## config.mk

```make
export PLATFORM = sky130hd
export DESIGN_NAME = diff_freq_serial_in_flat
export DESIGN_NICKNAME = d
export VERILOG_FILES = /design/src/rtl/diff_freq_serial_in_if.sv /design/src/rtl/diff_freq_serial_in.sv /design/src/flat_wrapper.sv
export SDC_FILE = /design/constraint.sdc
export NUM_CORES = 1
export LEC_CHECK = 0
export ABC_AREA = 1
export BUFFER_PORTS_ARGS = -buffer_cell sky130_fd_sc_hd__buf_2
export CORE_ASPECT_RATIO = 1.75
export CORE_MARGIN = 2
export CORE_UTILIZATION = 35
export DETAILED_ROUTE_END_ITERATION = 16
export GPL_TIMING_DRIVEN = 0
export PLACE_DENSITY = 0.52
export SLEW_MARGIN = 15
export SYNTH_ARGS = -nofsm -noshare
export SYNTH_HDL_FRONTEND = slang
export SYNTH_SLANG_ARGS = --single-unit
```

## constraint.sdc

```tcl
create_clock -name clk_i -period 4.45 [get_ports clk_i]
set_clock_uncertainty 0.05 [all_clocks]
set_input_delay 0.6675 -clock clk_i [delete_from_list [all_inputs] [get_ports clk_i]]
set_output_delay 0.6675 -clock clk_i [all_outputs]
set_load 0.02 [all_outputs]
```

## src/rtl/diff_freq_serial_in_if.sv

```systemverilog
// Diff-freq serial decoder bus: encoded line in, decoded frame and status pulses out.
interface diff_freq_serial_in_if #(
    parameter int unsigned DATA_BIT = 8
);
    logic                serial_in_i;
    logic [DATA_BIT-1:0] data_o;
    logic                done_tick_o;
    logic                bit_tick_o;
    logic                err_tick_o;
    logic                busy_o;

    // Line driver / frame consumer side
    modport master (
        output serial_in_i,
        input  data_o,
        input  done_tick_o,
        input  bit_tick_o,
        input  err_tick_o,
        input  busy_o
    );

    // Decoder side
    modport slave (
        input  serial_in_i,
        output data_o,
        output done_tick_o,
        output bit_tick_o,
        output err_tick_o,
        output busy_o
    );
endinterface

```

## src/rtl/diff_freq_serial_in.sv

```systemverilog
// Diff-freq serial decoder: the high width of each bit cell selects '1' (short) or '0' (long).
// Frames are DATA_BIT bits, LSB first; glitches, over-long highs and long low gaps abort a frame.
module diff_freq_serial_in #(
    parameter int unsigned DATA_BIT     = 8,
    parameter int unsigned FAST_PERIOD  = 10,
    parameter int unsigned SLOW_PERIOD  = 20,
    parameter int unsigned GLITCH_MIN   = 2,
    parameter int unsigned IDLE_TIMEOUT = 2 * SLOW_PERIOD
) (
    input  logic                 clk_i,
    input  logic                 rst_i,
    diff_freq_serial_in_if.slave bus
);

    localparam int unsigned THRESH = (FAST_PERIOD + SLOW_PERIOD) / 4;
    localparam int unsigned W_W    = $clog2(SLOW_PERIOD + 2);
    localparam int unsigned L_W    = $clog2(IDLE_TIMEOUT + 1);
    localparam int unsigned B_W    = (DATA_BIT > 1) ? $clog2(DATA_BIT) : 1;

    typedef enum logic [1:0] {
        IDLE = 2'd0,
        HIGH = 2'd1,
        LOW  = 2'd2
    } state_t;

    logic                sync_ff1, sync_ff2, prev_q;
    logic                rise_c, fall_c;
    logic [L_W-1:0]      low_next_c;

    state_t              state_q, state_d;
    logic [W_W-1:0]      w_cnt_q, w_cnt_d;
    logic [L_W-1:0]      low_cnt_q, low_cnt_d;
    logic [B_W-1:0]      bit_cnt_q, bit_cnt_d;
    logic [DATA_BIT-1:0] shreg_q, shreg_d;
    logic                bit_pend_q, bit_pend_d;
    logic                done_pend_q, done_pend_d;
    logic                err_pend_q, err_pend_d;

    logic [DATA_BIT-1:0] data_q;
    logic                done_tick_q, bit_tick_q, err_tick_q, busy_q;

    // Two-flop synchronizer plus previous-value stage for edge detection
    always_ff @(posedge clk_i) begin
        if (rst_i) begin
            sync_ff1 <= 1'b0;
            sync_ff2 <= 1'b0;
            prev_q   <= 1'b0;
        end else begin
            sync_ff1 <= bus.serial_in_i;
            sync_ff2 <= sync_ff1;
            prev_q   <= sync_ff2;
        end
    end

    assign rise_c     = sync_ff2 & ~prev_q;
    assign fall_c     = ~sync_ff2 & prev_q;
    assign low_next_c = low_cnt_q + L_W'(1);

    // FSM state, counters, shift register and pending pulse registers
    always_ff @(posedge clk_i) begin
        if (rst_i) begin
            state_q     <= IDLE;
            w_cnt_q     <= '0;
            low_cnt_q   <= '0;
            bit_cnt_q   <= '0;
            shreg_q     <= '0;
            bit_pend_q  <= 1'b0;
            done_pend_q <= 1'b0;
            err_pend_q  <= 1'b0;
        end else begin
            state_q     <= state_d;
            w_cnt_q     <= w_cnt_d;
            low_cnt_q   <= low_cnt_d;
            bit_cnt_q   <= bit_cnt_d;
            shreg_q     <= shreg_d;
            bit_pend_q  <= bit_pend_d;
            done_pend_q <= done_pend_d;
            err_pend_q  <= err_pend_d;
        end
    end

    // Next-state: measure high width, decode on fall, police low gaps
    always_comb begin
        state_d     = state_q;
        w_cnt_d     = w_cnt_q;
        low_cnt_d   = low_cnt_q;
        bit_cnt_d   = bit_cnt_q;
        shreg_d     = shreg_q;
        bit_pend_d  = 1'b0;
        done_pend_d = 1'b0;
        err_pend_d  = 1'b0;

        unique case (state_q)
            IDLE: begin
                if (rise_c) begin
                    state_d   = HIGH;
                    w_cnt_d   = W_W'(1);
                    bit_cnt_d = '0;
                end
            end

            HIGH: begin
                // Over-long high aborts without waiting for the fall
                if (w_cnt_q > W_W'(SLOW_PERIOD)) begin
                    err_pend_d = 1'b1;
                    state_d    = IDLE;
                end else if (fall_c) begin
                    if (w_cnt_q < W_W'(GLITCH_MIN)) begin
                        err_pend_d = 1'b1;
                        state_d    = IDLE;
                    end else begin
                        shreg_d[bit_cnt_q] = (w_cnt_q < W_W'(THRESH));
                        bit_pend_d         = 1'b1;
                        if (bit_cnt_q == B_W'(DATA_BIT - 1)) begin
                            done_pend_d = 1'b1;
                            state_d     = IDLE;
                        end else begin
                            state_d   = LOW;
                            low_cnt_d = '0;
                            bit_cnt_d = bit_cnt_q + B_W'(1);
                        end
                    end
                end else begin
                    w_cnt_d = w_cnt_q + W_W'(1);
                end
            end

            LOW: begin
                // A rise on the timeout cycle wins and keeps the frame alive
                if (rise_c) begin
                    state_d = HIGH;
                    w_cnt_d = W_W'(1);
                end else if (low_next_c >= L_W'(IDLE_TIMEOUT)) begin
                    err_pend_d = 1'b1;
                    state_d    = IDLE;
                end else begin
                    low_cnt_d = low_next_c;
                end
            end

            default: begin
                state_d = IDLE;
            end
        endcase
    end

    // Registered outputs; ticks trail acceptance by one cycle to give fixed latency
    always_ff @(posedge clk_i) begin
        if (rst_i) begin
            data_q      <= '0;
            done_tick_q <= 1'b0;
            bit_tick_q  <= 1'b0;
            err_tick_q  <= 1'b0;
            busy_q      <= 1'b0;
        end else begin
            bit_tick_q  <= bit_pend_q;
            done_tick_q <= done_pend_q;
            err_tick_q  <= err_pend_q;
            busy_q      <= (state_d != IDLE);
            if (done_pend_q) begin
                data_q <= shreg_q;
            end
        end
    end

    assign bus.data_o      = data_q;
    assign bus.done_tick_o = done_tick_q;
    assign bus.bit_tick_o  = bit_tick_q;
    assign bus.err_tick_o  = err_tick_q;
    assign bus.busy_o      = busy_q;

endmodule

```

## src/flat_wrapper.sv

```systemverilog
// flat-port wrapper written by rule: the top's interface ports become plain ports
module diff_freq_serial_in_flat 
#(
    parameter int unsigned DATA_BIT     = 8,
    parameter int unsigned FAST_PERIOD  = 10,
    parameter int unsigned SLOW_PERIOD  = 20,
    parameter int unsigned GLITCH_MIN   = 2,
    parameter int unsigned IDLE_TIMEOUT = 2 * SLOW_PERIOD
)
  (clk_i, rst_i, bus_serial_in_i, bus_data_o, bus_done_tick_o, bus_bit_tick_o, bus_err_tick_o, bus_busy_o);
  diff_freq_serial_in_if #(.DATA_BIT(DATA_BIT)) bus_i ();
  input  logic clk_i;
  input  logic rst_i;
  input wire logic [$bits(bus_i.serial_in_i)-1:0] bus_serial_in_i;
  output wire logic [$bits(bus_i.data_o)-1:0] bus_data_o;
  output wire logic [$bits(bus_i.done_tick_o)-1:0] bus_done_tick_o;
  output wire logic [$bits(bus_i.bit_tick_o)-1:0] bus_bit_tick_o;
  output wire logic [$bits(bus_i.err_tick_o)-1:0] bus_err_tick_o;
  output wire logic [$bits(bus_i.busy_o)-1:0] bus_busy_o;
  assign bus_i.serial_in_i = bus_serial_in_i;
  assign bus_data_o = bus_i.data_o;
  assign bus_done_tick_o = bus_i.done_tick_o;
  assign bus_bit_tick_o = bus_i.bit_tick_o;
  assign bus_err_tick_o = bus_i.err_tick_o;
  assign bus_busy_o = bus_i.busy_o;
  diff_freq_serial_in #(.DATA_BIT(DATA_BIT), .FAST_PERIOD(FAST_PERIOD), .SLOW_PERIOD(SLOW_PERIOD), .GLITCH_MIN(GLITCH_MIN), .IDLE_TIMEOUT(IDLE_TIMEOUT)) u_core (.clk_i(clk_i), .rst_i(rst_i), .bus(bus_i));
endmodule
```

==> flow_summary.json, run 1 <==
{
  "status": "finished clean",
  "antenna_cells": 0,
  "cts_tree": "done",
  "synth_top_family_by_area": "simple AND/OR/NAND/NOR gates",
  "clockBufferDepth": 2,
  "die_area_sq_um": 6478,
  "seqPwrFrac": 0.559,
  "area_growth_pct": 12.39,
  "place_congestion": 0.7967,
  "hold_viol_final": 0,
  "p_int_w": 0.0005107,
  "firstDrtPassIters": 4,
  "critPathMaxStageDelay_ns": 0.41,
  "syn_nets": 285,
  "path_class": "register to register",
  "power_switching_w": 0.0001840,
  "globalRouteOverflowTotal": 0,
  "synthDominantCellAreaShare": 0.4123,
  "avgSynthCellArea_sq_um": 7.498,
  "synthCells": 272,
  "synth_commonest_cells": "inv_1, nand2_1, dfxtp_1, a21oi_1, nor2_1",
  "h-tree-depth": 2,
  "max_cap_viol_count": 0,
  "cts_setup_buffers": 0,
  "viasPerCell": 4.607,
  "dp_hpwl_um": 3209,
  "power_frac_comb": 0.075,
  "start_util": 0.3651,
  "slew_headroom": 0.6760,
  "p_leak_nw": 0.9415,
  "synth.area.mux_share": 0,
  "ioPinCount": 15,
  "top_usage_layer": "met2",
  "die_h_um": 105.0,
  "track_usage": 0.1400,
  "vias": 1700,
  "synth_edf_count": 0,
  "root_buffer": "clkbuf_8",
  "first_global_vias": 1601,
  "synthFlopType": "dfxtp_1",
  "fin_crit_sh": 0.4257,
  "cp-end-kind": "register",
  "synth-seq-area-share": 0.4123,
  "yosys.area_share.adder": 0.06135,
  "cpMaxStageDelayCell": "dfxtp_1",
  "clockPowerShare": 0.366,
  "synth-simple-area-share": 0.2706,
  "dp.cells": 361,
  "layout.cells.non_filler": 369,
  "min_path_type": "register to register",
  "tightest_slew_ns": 0.4860,
  "drive_above_1_share": 0.1741,
  "drt_iter0_markers": 37,
  "use_met1": 0.1441,
  "worstPathRequired_ns": 4.58,
  "synth_compound_area_frac": 0.1564,
  "setup_viol": 0,
  "clk_pin_slew_ns": 0.09,
  "antenna_found_initial": 0,
  "clk_latency_ns": 0.30,
  "synth_area_leader_cell": "dfxtp_1",
  "dieWidth_um": 61.71,
  "finalCriticalPeriod_ns": 1.895,
  "syn-cell-area_sq_um": 2039,
  "clock_sinks": 42,
  "finalPower_w": 0.0006947,
  "cts_buffers": 5,
  "ctsHoldBuffers": 0,
  "wire_per_inst_um": 11.02,
  "setup-tns-final_ns": 0,
  "core_area_sq_um": 5585,
  "met2_usage": 0.2632,
  "netSwitchingFraction": 0.2649,
  "ys_warn_count": 0,
  "ys_top_cells_by_area": "dfxtp_1, inv_1, nand2_1",
  "grt_max_degree": 16,
  "port_buffers": 13,
  "route.detailed.drc": 0,
  "r2r_setup_slack_ns": 2.56,
  "ys_seq_elements": 42,
  "ys_async_sr_fraction": 0,
  "timing.hold.ws_ns": 0.3562,
  "path_cells": "inv_1 > ha_1 > nor2_2 > inv_2 > nand2_2 > nand4_2 > o21ai_2 > nor3_1",
  "critPathArrivalTime_ns": 2.03,
  "ys_types": 27,
  "cp_max_fo": 7,
  "post_cts_resized": 0,
  "num_rows": 36,
  "antenna_left": 0,
  "power_density_nw_per_um2": 303.1,
  "synth_xor_area_frac": 0.004294,
  "drt-total-wl_um": 4067,
  "peakVddDrop_v": 0.0001410,
  "drv_slew": 0,
  "grt_pass1_wl_um": 6927,
  "cp-start-kind": "register",
  "rsz0062_at_grt": "no",
  "grt_use_met3": 0.02599,
  "nets": 305,
  "fmax_ghz": 0.5278
}
## area by class of cell
type | count | area [sq um]
repair buffers | 13 | 65.06
multi-input cells | 179 | 1005
clock inverters | 3 | 23.77
clock buffers | 5 | 68.82
well taps | 76 | 95.09
plain buffers | 5 | 21.27
fillers | 639 | 3293
flip-flops and latches | 42 | 840.8
inverters | 46 | 172.7
## worst max-delay path, delay by kind of cell, from the launching register on
kind / cells / cell delay [ns]
AOI/OAI and AO/OA: 1 / 0.28
and+or+nand+nor: 4 / 0.58
adders and majority gates: 1 / 0.31
DFF: 1 / 0.41
buffers and inverters: 2 / 0.16
## flip-flops by register name, indices dropped and copies added (netlist names), 2 cells and up
signal	flops
u_core.low_cnt_q	6
u_core.state_q	2
u_core.shreg_q	8
u_core.w_cnt_q	5
u_core.bus.data_o	8
u_core.bit_cnt_q	3
## per-stage QoR
step	worst slack, ns	utilization	cell area, sq um
3_5_place_dp	2.509	0.3938	2200
3_3_place_gp	2.526	0.3938	2200
6_report	2.555	0.4104	2292
5_1_grt	2.385	0.4104	2292
2_1_floorplan	2.799	-	2039
4_1_cts	2.522	0.4104	2292
## final timing paths
check / end / start / cells past startpoint
max: u_core.w_cnt_q[2] / u_core.state_q[0] / 8
min: u_core.sync_ff2 / u_core.sync_ff1 / 2
max reg2reg: u_core.w_cnt_q[2] / u_core.state_q[0] / 8
min reg2reg: u_core.sync_ff2 / u_core.sync_ff1 / 2
## cells in the final DEF (no fill, tap or decap)
cell         n
buf_2       15
nand3_1      8
nor3_2       1
dfxtp_1     42
nand3_2      3
o21ai_0     18
nor2_1      25
ha_1        10
nor2_2       6
o21a_1       1
inv_1       43
nor3_1       9
clkinvlp_4   2
o21ai_2      2
nand4_1      8
clkbuf_1     2
inv_2        3
clkbuf_8     5
a21oi_1     26
a211oi_1     2
nor2_4       1
nand4_2      1
o21ai_1      3
nand3_4      2
inv_6        1
buf_1        1
nand2_1     43
xnor2_1      1
nand2_2      4
a21oi_2      5
## routing by layer
layer | part of all wire | vias up
li1 | - | 915
met1 | 0.39 | 765
met2 | 0.58 | 15
met4 | 0.016 | 0
met3 | 0.020 | 5
met5 | 0 | -
## power groups by stage
stage                     registers [W]  logic [W]  clock network [W]
after global routing           0.000390  0.0000602           0.000280
after floorplan                0.000396  0.0000413                  0
after detailed placement       0.000397  0.0000532                  0
after CTS                      0.000388  0.0000534           0.000266
after global placement         0.000397  0.0000527                  0
final                          0.000388  0.0000523           0.000254
## cell families (layout without fill, tap and decap cells)
group           after synthesis  count (layout)
simple gates                111             111
flops                        42              42
xor+xnor                      1               1
compound gates               57              57
fa+ha+maj                    10              10
buf+inv                      51              72
No activity file was read; power rests on OpenSTA's default activity.
==> run 2, diff against run 1 <==
==> constraint.sdc (replaced) <==
create_clock -name clk_i -period 1.93 [get_ports clk_i]
set_clock_uncertainty 0.05 [all_clocks]
set_input_delay 0.2895 -clock clk_i [delete_from_list [all_inputs] [get_ports clk_i]]
set_output_delay 0.2895 -clock clk_i [all_outputs]
set_load 0.02 [all_outputs]
==> flow_summary.json, run 2 (synthesized netlist as in run 1, its figures left out) <==
{
  "status": "finished clean",
  "setup-tns-final_ns": 0,
  "fmax_ghz": 0.5678,
  "clk_pin_slew_ns": 0.09,
  "cts_setup_buffers": 0,
  "min_path_type": "input pin to register",
  "antenna_found_initial": 0,
  "finalCriticalPeriod_ns": 1.761,
  "clockBufferDepth": 2,
  "drt_iter0_markers": 42,
  "cp-start-kind": "register",
  "port_buffers": 13,
  "cp-end-kind": "register",
  "power_density_nw_per_um2": 689.3,
  "firstDrtPassIters": 4,
  "die_h_um": 105.0,
  "place_congestion": 0.7967,
  "cp_max_fo": 10,
  "cts_tree": "done",
  "drt-total-wl_um": 4084,
  "reg2regPathDepth": 10,
  "globalRouteOverflowTotal": 0,
  "hold_depth": 3,
  "ioPinCount": 15,
  "timing.hold.ws_ns": 0.1427,
  "setup_viol": 0,
  "peakVddDrop_v": 0.0003251,
  "rsz0062_at_grt": "no",
  "clock_sinks": 42,
  "die_area_sq_um": 6478,
  "dieWidth_um": 61.71,
  "grt_pass1_wl_um": 6927,
  "track_usage": 0.1400,
  "critPathArrivalTime_ns": 1.91,
  "viasPerCell": 4.640,
  "r2r_setup_slack_ns": 0.17,
  "start_util": 0.3651,
  "hp-start": "bus_serial_in_i",
  "dp_hpwl_um": 3209,
  "rr_startpoint": "u_core.state_q[1]",
  "fin_crit_sh": 0.9126,
  "route.detailed.drc": 0,
  "antenna_left": 0,
  "core_area_sq_um": 5585,
  "vias": 1712,
  "tightest_slew_ns": 0.4860,
  "hold_viol_final": 0,
  "finalPower_w": 0.001606,
  "worstPathRequired_ns": 2.08,
  "max_cap_viol_count": 0,
  "slew_headroom": 0.6760,
  "placed_area_sq_um": 2200,
  "h-tree-depth": 2,
  "drv_slew": 0,
  "drive_above_1_share": 0.1911,
  "clk_latency_ns": 0.30,
  "num_rows": 36,
  "first_global_vias": 1601,
  "antenna_cells": 0,
  "wire_per_inst_um": 11.07,
  "dp_slack_ns": 0.01943,
  "reg2reg_to": "u_core.shreg_q[7]",
  "most-common-layout-cells": "inv_1, nand2_1, dfxtp_1",
  "root_buffer": "clkbuf_8",
  "fin_ws_ns": 0.1688,
  "cts_buffers": 5,
  "ctsHoldBuffers": 0,
  "area_growth_pct": 14.23,
  "grt_max_degree": 16,
  "p_leak_nw": 0.9431,
  "hold-path-endpoint": "u_core.sync_ff1",
  "nets": 305,
  "path_class": "register to register",
  "design_area_sq_um": 2330
}
-- run 2: worst max-delay path, cell delays in order, from the launching register on --
cell and delay (ns):
dfxtp_2 0.35, inv_1 0.10, ha_1 0.14, buf_2 0.20, nand2_1 0.14, inv_2 0.11
nand3_4 0.12, nor2_2 0.15, nand2_1 0.10, o21ai_0 0.15, a21oi_1 0.06
-- run 2: worst max path at each step --
stage | cells past startpoint | start | end | slack, ns
floorplan | 8 | u_core.state_q[0] | u_core.w_cnt_q[2] | 0.28
global placement | 8 | u_core.state_q[0] | u_core.w_cnt_q[2] | 0.03
detailed placement | 8 | u_core.state_q[0] | u_core.w_cnt_q[2] | 0.02
CTS | 8 | u_core.state_q[0] | u_core.w_cnt_q[2] | 0.002
global route | 11 | u_core.low_cnt_q[0] | u_core.low_cnt_q[4] | 0.02
finish | 10 | u_core.state_q[1] | u_core.shreg_q[7] | 0.17
-- run 2: stage by stage --
step                std cells    util
floorplan                 272       -
global placement          361  0.3938
detailed placement        361  0.3938
CTS                       369  0.4104
global route              369  0.4171
finish                    369  0.4171
-- run 2: final cells by class --
type	instances	area, sq um
clock buffers	5	68.82
clock inverters	3	23.77
flip-flops and latches	42	843.3
plain buffers	5	21.27
fillers	632	3256
inverters	46	172.7
repair buffers	13	65.06
multi-input cells	179	1040
well taps	76	95.09
-- run 2: power by group --
group          total (W)  switching, W  internal [W]
Sequential      0.000896     0.0000150      0.000881
Clock           0.000584      0.000326      0.000259
Combinational   0.000126     0.0000858     0.0000397
-- run 2: metal layers --
layer,up-vias,part of all wire,GRT usage,wire [um]
met5,-,0,0,0
met4,0,0.016,0.04559,67
met3,5,0.019,0.02599,79
met2,15,0.58,0.2632,2363
met1,774,0.39,0.1441,1573
li1,918,-,-,-
-- run 2: what timing repair did --
| action | CTS | global route |
|---|---|---|
| hold endpoints to repair | 0 | 0 |
| endpoints found under the setup margin | 0 | 21 |
| resized for setup | 0 | 9 |
